$ cat config.mk
export PLATFORM = sky130hd
export DESIGN_NAME = video_bus_host
export DESIGN_NICKNAME = d
export VERILOG_FILES = /design/src/rtl/video_bus_host.sv
export SDC_FILE = /design/constraint.sdc
export NUM_CORES = 1
export LEC_CHECK = 0
export BUFFER_PORTS_ARGS = -buffer_cell sky130_fd_sc_hd__buf_2
export CORE_ASPECT_RATIO = 0.75
export CORE_MARGIN = 2
export CORE_UTILIZATION = 57
export DETAILED_ROUTE_END_ITERATION = 7
export GPL_TIMING_DRIVEN = 1
export PLACE_DENSITY = 0.8
export SKIP_CTS_REPAIR_TIMING = 1
export SYNTH_ARGS = -nofsm -noshare
export SYNTH_HDL_FRONTEND = slang
export SYNTH_SLANG_ARGS = --single-unit
$ cat constraint.sdc
create_clock -name clk -period 3.2 [get_ports clk]
set_input_delay 0.48 -clock clk [delete_from_list [all_inputs] [get_ports clk]]
set_output_delay 0.48 -clock clk [all_outputs]
set_load 0.02 [all_outputs]
$ cat src/rtl/video_bus_host.sv
// rtl/video_bus_host.sv - byte command stream decoder driving the video controller host bus
module video_bus_host #(
  parameter int ADDR_W     = 13,
  parameter int RD_LATENCY = 1
) (
  input  logic              clk,
  input  logic              NRST,
  input  logic [7:0]        cmd_data,
  input  logic              cmd_valid,
  output logic              cmd_ready,
  output logic [7:0]        rsp_data,
  output logic              rsp_valid,
  input  logic              rsp_ready,
  output logic              sel_ram,
  output logic              sel_ctl,
  output logic              we,
  output logic [ADDR_W-1:0] addr,
  output logic [7:0]        dout,
  input  logic [7:0]        ram_din,
  input  logic [7:0]        ctl_din,
  output logic              busy,
  output logic              err
);

  localparam logic [7:0] OP_SETADDR = 8'h10;
  localparam logic [7:0] OP_WRRAM   = 8'h20;
  localparam logic [7:0] OP_WRCTL   = 8'h30;
  localparam logic [7:0] OP_RDRAM   = 8'h40;
  localparam logic [7:0] OP_FILL    = 8'h50;
  localparam logic [7:0] OP_RDCTL   = 8'h60;
  localparam logic [1:0] LAT        = 2'(RD_LATENCY);

  typedef enum logic [2:0] {
    S_IDLE, S_ARG1, S_ARG2, S_WDATA, S_FILL, S_RD_ISSUE, S_RD_WAIT, S_RD_RSP
  } state_t;

  state_t            state_q, state_d;
  logic [7:0]        op_q, op_d, arg_q, arg_d, val_q, val_d, cnt_q, cnt_d;
  logic [ADDR_W-1:0] ptr_q, ptr_d;
  logic [1:0]        wcnt_q, wcnt_d;
  logic              cmd_ready_q, cmd_ready_d, rsp_valid_q, rsp_valid_d;
  logic [7:0]        rsp_data_q, rsp_data_d, dout_q, dout_d;
  logic              sel_ram_q, sel_ram_d, sel_ctl_q, sel_ctl_d, we_q, we_d;
  logic [ADDR_W-1:0] addr_q, addr_d;
  logic              busy_q, busy_d, err_q, err_d;
  logic              cmd_fire, rsp_fire, issue_rd;

  // Next-state and next-output decode; strobes default low so every bus cycle lasts one clock
  always_comb begin
    cmd_fire    = cmd_valid & cmd_ready_q;
    rsp_fire    = rsp_valid_q & rsp_ready;
    state_d     = state_q;
    op_d        = op_q;
    arg_d       = arg_q;
    val_d       = val_q;
    cnt_d       = cnt_q;
    ptr_d       = ptr_q;
    wcnt_d      = wcnt_q;
    rsp_valid_d = rsp_valid_q;
    rsp_data_d  = rsp_data_q;
    addr_d      = addr_q;
    dout_d      = dout_q;
    sel_ram_d   = 1'b0;
    sel_ctl_d   = 1'b0;
    we_d        = 1'b0;
    err_d       = 1'b0;
    issue_rd    = 1'b0;
    case (state_q)
      S_IDLE: if (cmd_fire) begin
        op_d = cmd_data;
        case (cmd_data)
          OP_SETADDR, OP_WRRAM, OP_WRCTL, OP_RDRAM, OP_FILL, OP_RDCTL: state_d = S_ARG1;
          default: err_d = 1'b1;
        endcase
      end
      S_ARG1: if (cmd_fire) begin
        arg_d = cmd_data;
        case (op_q)
          OP_WRRAM: begin cnt_d = cmd_data; state_d = S_WDATA; end
          OP_RDRAM: begin cnt_d = cmd_data; state_d = S_RD_ISSUE; end
          OP_RDCTL: begin cnt_d = 8'd1; state_d = S_RD_ISSUE; end
          OP_FILL:  begin cnt_d = cmd_data; state_d = S_ARG2; end
          OP_SETADDR, OP_WRCTL: state_d = S_ARG2;
          default: state_d = S_IDLE;
        endcase
      end
      S_ARG2: if (cmd_fire) begin
        state_d = S_IDLE;
        case (op_q)
          OP_SETADDR: ptr_d = ADDR_W'({arg_q, cmd_data});
          OP_WRCTL: begin
            sel_ctl_d = 1'b1;
            we_d      = 1'b1;
            addr_d    = ADDR_W'(arg_q);
            dout_d    = cmd_data;
          end
          OP_FILL: begin val_d = cmd_data; state_d = S_FILL; end
          default: state_d = S_IDLE;
        endcase
      end
      S_WDATA: if (cmd_fire) begin
        sel_ram_d = 1'b1;
        we_d      = 1'b1;
        addr_d    = ptr_q;
        dout_d    = cmd_data;
        ptr_d     = ptr_q + 1'b1;
        cnt_d     = cnt_q - 8'd1;
        if (cnt_q == 8'd1) state_d = S_IDLE;
      end
      S_FILL: begin
        sel_ram_d = 1'b1;
        we_d      = 1'b1;
        addr_d    = ptr_q;
        dout_d    = val_q;
        ptr_d     = ptr_q + 1'b1;
        cnt_d     = cnt_q - 8'd1;
        if (cnt_q == 8'd1) state_d = S_IDLE;
      end
      S_RD_ISSUE: begin
        issue_rd = 1'b1;
        state_d  = S_RD_WAIT;
      end
      S_RD_WAIT: begin
        if (wcnt_q == LAT) begin
          rsp_data_d  = (op_q == OP_RDCTL) ? ctl_din : ram_din;
          rsp_valid_d = 1'b1;
          state_d     = S_RD_RSP;
        end else begin
          wcnt_d = wcnt_q + 2'd1;
        end
      end
      S_RD_RSP: if (rsp_fire) begin
        rsp_valid_d = 1'b0;
        if (cnt_q != 8'd0) begin
          issue_rd = 1'b1;
          state_d  = S_RD_WAIT;
        end else begin
          state_d = S_IDLE;
        end
      end
      default: state_d = S_IDLE;
    endcase
    // A read counts down on issue, so a zero count after a response means the command is done
    if (issue_rd) begin
      wcnt_d = 2'd0;
      cnt_d  = cnt_q - 8'd1;
      if (op_q == OP_RDCTL) begin
        sel_ctl_d = 1'b1;
        addr_d    = ADDR_W'(arg_q);
      end else begin
        sel_ram_d = 1'b1;
        addr_d    = ptr_q;
        ptr_d     = ptr_q + 1'b1;
      end
    end
    cmd_ready_d = (state_d == S_IDLE) || (state_d == S_ARG1) ||
                  (state_d == S_ARG2) || (state_d == S_WDATA);
    busy_d      = (state_d != S_IDLE);
  end

  // State and registered outputs; reset clears everything so an in-flight command is abandoned
  always_ff @(posedge clk or negedge NRST) begin
    if (!NRST) begin
      state_q     <= S_IDLE;
      op_q        <= 8'd0;
      arg_q       <= 8'd0;
      val_q       <= 8'd0;
      cnt_q       <= 8'd0;
      ptr_q       <= '0;
      wcnt_q      <= 2'd0;
      cmd_ready_q <= 1'b0;
      rsp_valid_q <= 1'b0;
      rsp_data_q  <= 8'd0;
      sel_ram_q   <= 1'b0;
      sel_ctl_q   <= 1'b0;
      we_q        <= 1'b0;
      addr_q      <= '0;
      dout_q      <= 8'd0;
      busy_q      <= 1'b0;
      err_q       <= 1'b0;
    end else begin
      state_q     <= state_d;
      op_q        <= op_d;
      arg_q       <= arg_d;
      val_q       <= val_d;
      cnt_q       <= cnt_d;
      ptr_q       <= ptr_d;
      wcnt_q      <= wcnt_d;
      cmd_ready_q <= cmd_ready_d;
      rsp_valid_q <= rsp_valid_d;
      rsp_data_q  <= rsp_data_d;
      sel_ram_q   <= sel_ram_d;
      sel_ctl_q   <= sel_ctl_d;
      we_q        <= we_d;
      addr_q      <= addr_d;
      dout_q      <= dout_d;
      busy_q      <= busy_d;
      err_q       <= err_d;
    end
  end

  assign cmd_ready = cmd_ready_q;
  assign rsp_valid = rsp_valid_q;
  assign rsp_data  = rsp_data_q;
  assign sel_ram   = sel_ram_q;
  assign sel_ctl   = sel_ctl_q;
  assign we        = we_q;
  assign addr      = addr_q;
  assign dout      = dout_q;
  assign busy      = busy_q;
  assign err       = err_q;

endmodule

==> qor.txt <==
status: completed
maximum vdd drop: 474 µV
post-route setup TNS: 0 ps
Worst Setup Start Kind: flip-flop
initial antenna violation count: 0
gr ovfl total: 0
Slowest cell on crit path: or4_4
crit path kind: reg -> reg
Synth top area share: 48.7%
worst endpoint required time: 3440 ps
sw frac: 40.9%
number of enable flip-flop cells after synthesis: 0
Yosys top cell by area: dfrtp_1
crit path DAT: 2870 ps
ant diodes: 0
Synth Register Bits: 86
final hold viol count: 0
Iteration-0 DRC Markers: 366
I/O Buffers: 63
FF-to-FF Start: op_q[0]$_DFFE_PN0P_
register area: 2150 µm²
CTS tree: done
GPL Wtd Cong: 0.916
clock share of power: 18.6%
FMAX: 380 MHz
flop2flop setup slack: 570 ps
later-pin clock latency in the skew report: 370 ps
mean post-synth cell area: 10.4 µm²
hpwl dp: 7.72 mm
# DRC: 0
Die X: 106 µm
Synth-to-Final Area Change: 13.4%
post-route cell area: 5010 µm²
RSZ-0062 raised after global routing: no
measured slew at the worst slew-check pin: 1070 ps
row count: 27
RR Endpoint: ptr_q[6]$_DFF_PN0_
yosys synthesis warning count: 0
die span in y: 80.3 µm
routed length per placed instance: 18.6 µm
most common cell in the netlist: dfrtp_1
switching power: 1.64 mW
final slew viol count: 0
Gate Count Post-Synth: 424
Tot GR Track Use: 27.7%
Multi-input gate area: 2130 µm²
largest net degree at the start of global routing: 87
share of cells above drive strength 1: 25.6%
vias in the first global route: 3574
Crit. Startpoint: op_q[0]$_DFFE_PN0P_
CP Capture Type: flip-flop
total number of vias: 3676
CTS H-tree lvls: 3
fillers: 587
Async S/R FF share, synth: 100%
Commonest cells post-synth: dfrtp_1, nand2_1, mux2i_1
first-pass GRT wire length: 18.2 mm
vias per cell: 6.23
Initial Util: 59.5%
synthesized area: 4420 µm²
sequence of cells on the critical path: or4_4 -> or4_4 -> o31a_1 -> and2_1 -> a221o_1
part of the cycle the worst path needs: 82.1%
Synth Flop Type: dfrtp_1
CP Buf/Inv Count: 0
Final setup viols: 0
Fin Clk Skew: 13.8 ps
Longest Clk Path Bufs: 2
io pins: 64
Num CTS Buffers: 9
worst-path fanout max: 12
crit-path leading delay family: simple AND/OR/NAND/NOR gates
post-synthesis net count: 456
Seq/Total Area, Yosys: 48.7%
Max Cap Viol: 0
slew margin rel.: 28.8%
max incr delay on CP: 580 ps
Most common cell on crit path: or4_4
Static Leakage: 2.35 nW
Post-DP Area: 4830 µm²
clock-pin transition on the worst setup and hold timing paths: 90 ps
Clock Tree Root: clkbuf_8
fin nets: 516
FF-to-FF path depth: 5
Critical Path Stages: 5
Core ar.: 7430 µm²
CTS Sinks: 86
Seq pwr share: 46.0%
crit path to: ptr_q[6]$_DFF_PN0_
minimum clock period: 2630 ps
total wire length: 11.0 mm
DR pass1 iterations: 5
Pwr Density: 802 nW/µm²
Worst Hold Class: in -> async
die area: 8480 µm²
cell internal pwr: 2.38 mW
Combinational Power Share: 35.5%
Routed Antenna Nets: 0
largest cells by area after synthesis: dfrtp_1, mux2i_1, mux2_2, nand2_1, o21ai_0
Synth cell types: 62
==> per-stage QoR <==
stage | cells | power [mW] | hold slack [ps] | util, % | setup WS, ps
detailed placement | 574 | 3.28 | 472 | 64.9 | 619
global placement | 574 | 3.20 | 459 | 64.9 | 664
CTS | 590 | 4.02 | 343 | 67.5 | 590
global route | 590 | 4.27 | 398 | 67.5 | 503
floorplan | 424 | 2.77 | 184 | - | 719
finish | 590 | 4.02 | 283 | 67.5 | 572
==> layer usage <==
layer / global-route usage (%) / share of wire, % / routed length, µm / vias up
met5: 0 / 0 / 0 / -
met4: 7.76 / 1.3 / 139 / 0
met3: 5.19 / 7.3 / 804 / 18
met2: 44.1 / 45 / 4980 / 153
met1: 39.1 / 46 / 5060 / 1810
li1: - / - / - / 1695
==> worst min path at each step <==
stage                            start                       to  slack [ps]  cells after the start
6_report                          NRST    rsp_valid$_DFFE_PN0P_         280                      1
5_1_grt                           NRST      addr[6]$_DFFE_PN0P_         400                      1
4_1_cts                           NRST  rsp_data[3]$_DFFE_PN0P_         340                      1
3_5_place_dp   rsp_data[6]$_DFFE_PN0P_  rsp_data[6]$_DFFE_PN0P_         470                      2
3_3_place_gp   rsp_data[4]$_DFFE_PN0P_  rsp_data[4]$_DFFE_PN0P_         460                      2
2_1_floorplan                     NRST      addr[0]$_DFFE_PN0P_         180                      0
==> sequential cells by signal, summed over array words and instances, names as in the netlist, 2 cells and up <==
register / count
state_q: 3
dout: 8
rsp_data: 8
val_q: 8
wcnt_q: 2
cnt_q: 8
addr: 13
op_q: 8
ptr_q: 13
arg_q: 8
==> power groups by stage <==
| stage | Sequential, mW | Combinational, mW | Clock [mW] |
|---|---|---|---|
| 2_1_floorplan | 1.95 | 0.818 | 0 |
| 5_1_grt | 1.90 | 1.58 | 0.803 |
| 3_3_place_gp | 1.82 | 1.38 | 0 |
| 3_5_place_dp | 1.85 | 1.43 | 0 |
| 4_1_cts | 1.83 | 1.43 | 0.753 |
| 6_report | 1.85 | 1.43 | 0.746 |
==> layout make-up <==
type / instances / area share, %
Tap cell: 101 / 2.52
Sequential cell: 86 / 42.9
Multi-Input combinational cell: 305 / 42.4
Clock buffer: 10 / 2.74
Inverter: 11 / 0.823
Timing Repair Buffer: 71 / 7.53
Clock inverter: 6 / 1.02
==> worst register-to-register path, cell delays in order (launching register included) <==
cell and delay [ps]:
dfrtp_1 410, or4_4 560, or4_4 580, o31a_1 420, and2_1 240, a221o_1 290
==> kinds of logic (layout without fill, tap and decap cells) <==
logic type	after synthesis	count (layout)	synth area share (%)
multiplexers	49	49	12.5
XOR/XNOR	4	4	0.793
adder cells (fa/ha/maj)	4	4	1.13
flip-flops	86	86	48.7
AO/OA/AOI/OAI	99	99	15.5
buffers and inverters	33	98	3.28
AND/OR/NAND/NOR	149	149	18.2
==> cells in the final DEF (no fill, tap or decap), types with 11 or more instances in the layout <==
master   count
dfrtp_1     86
buf_2       62
nand2_1     41
mux2i_1     25
o21ai_0     24
a21oi_1     21
nor2_1      21
nand3_1     19
mux2_2      16
and3_1      13
inv_1       11
Power figures use the tool's default switching activity.
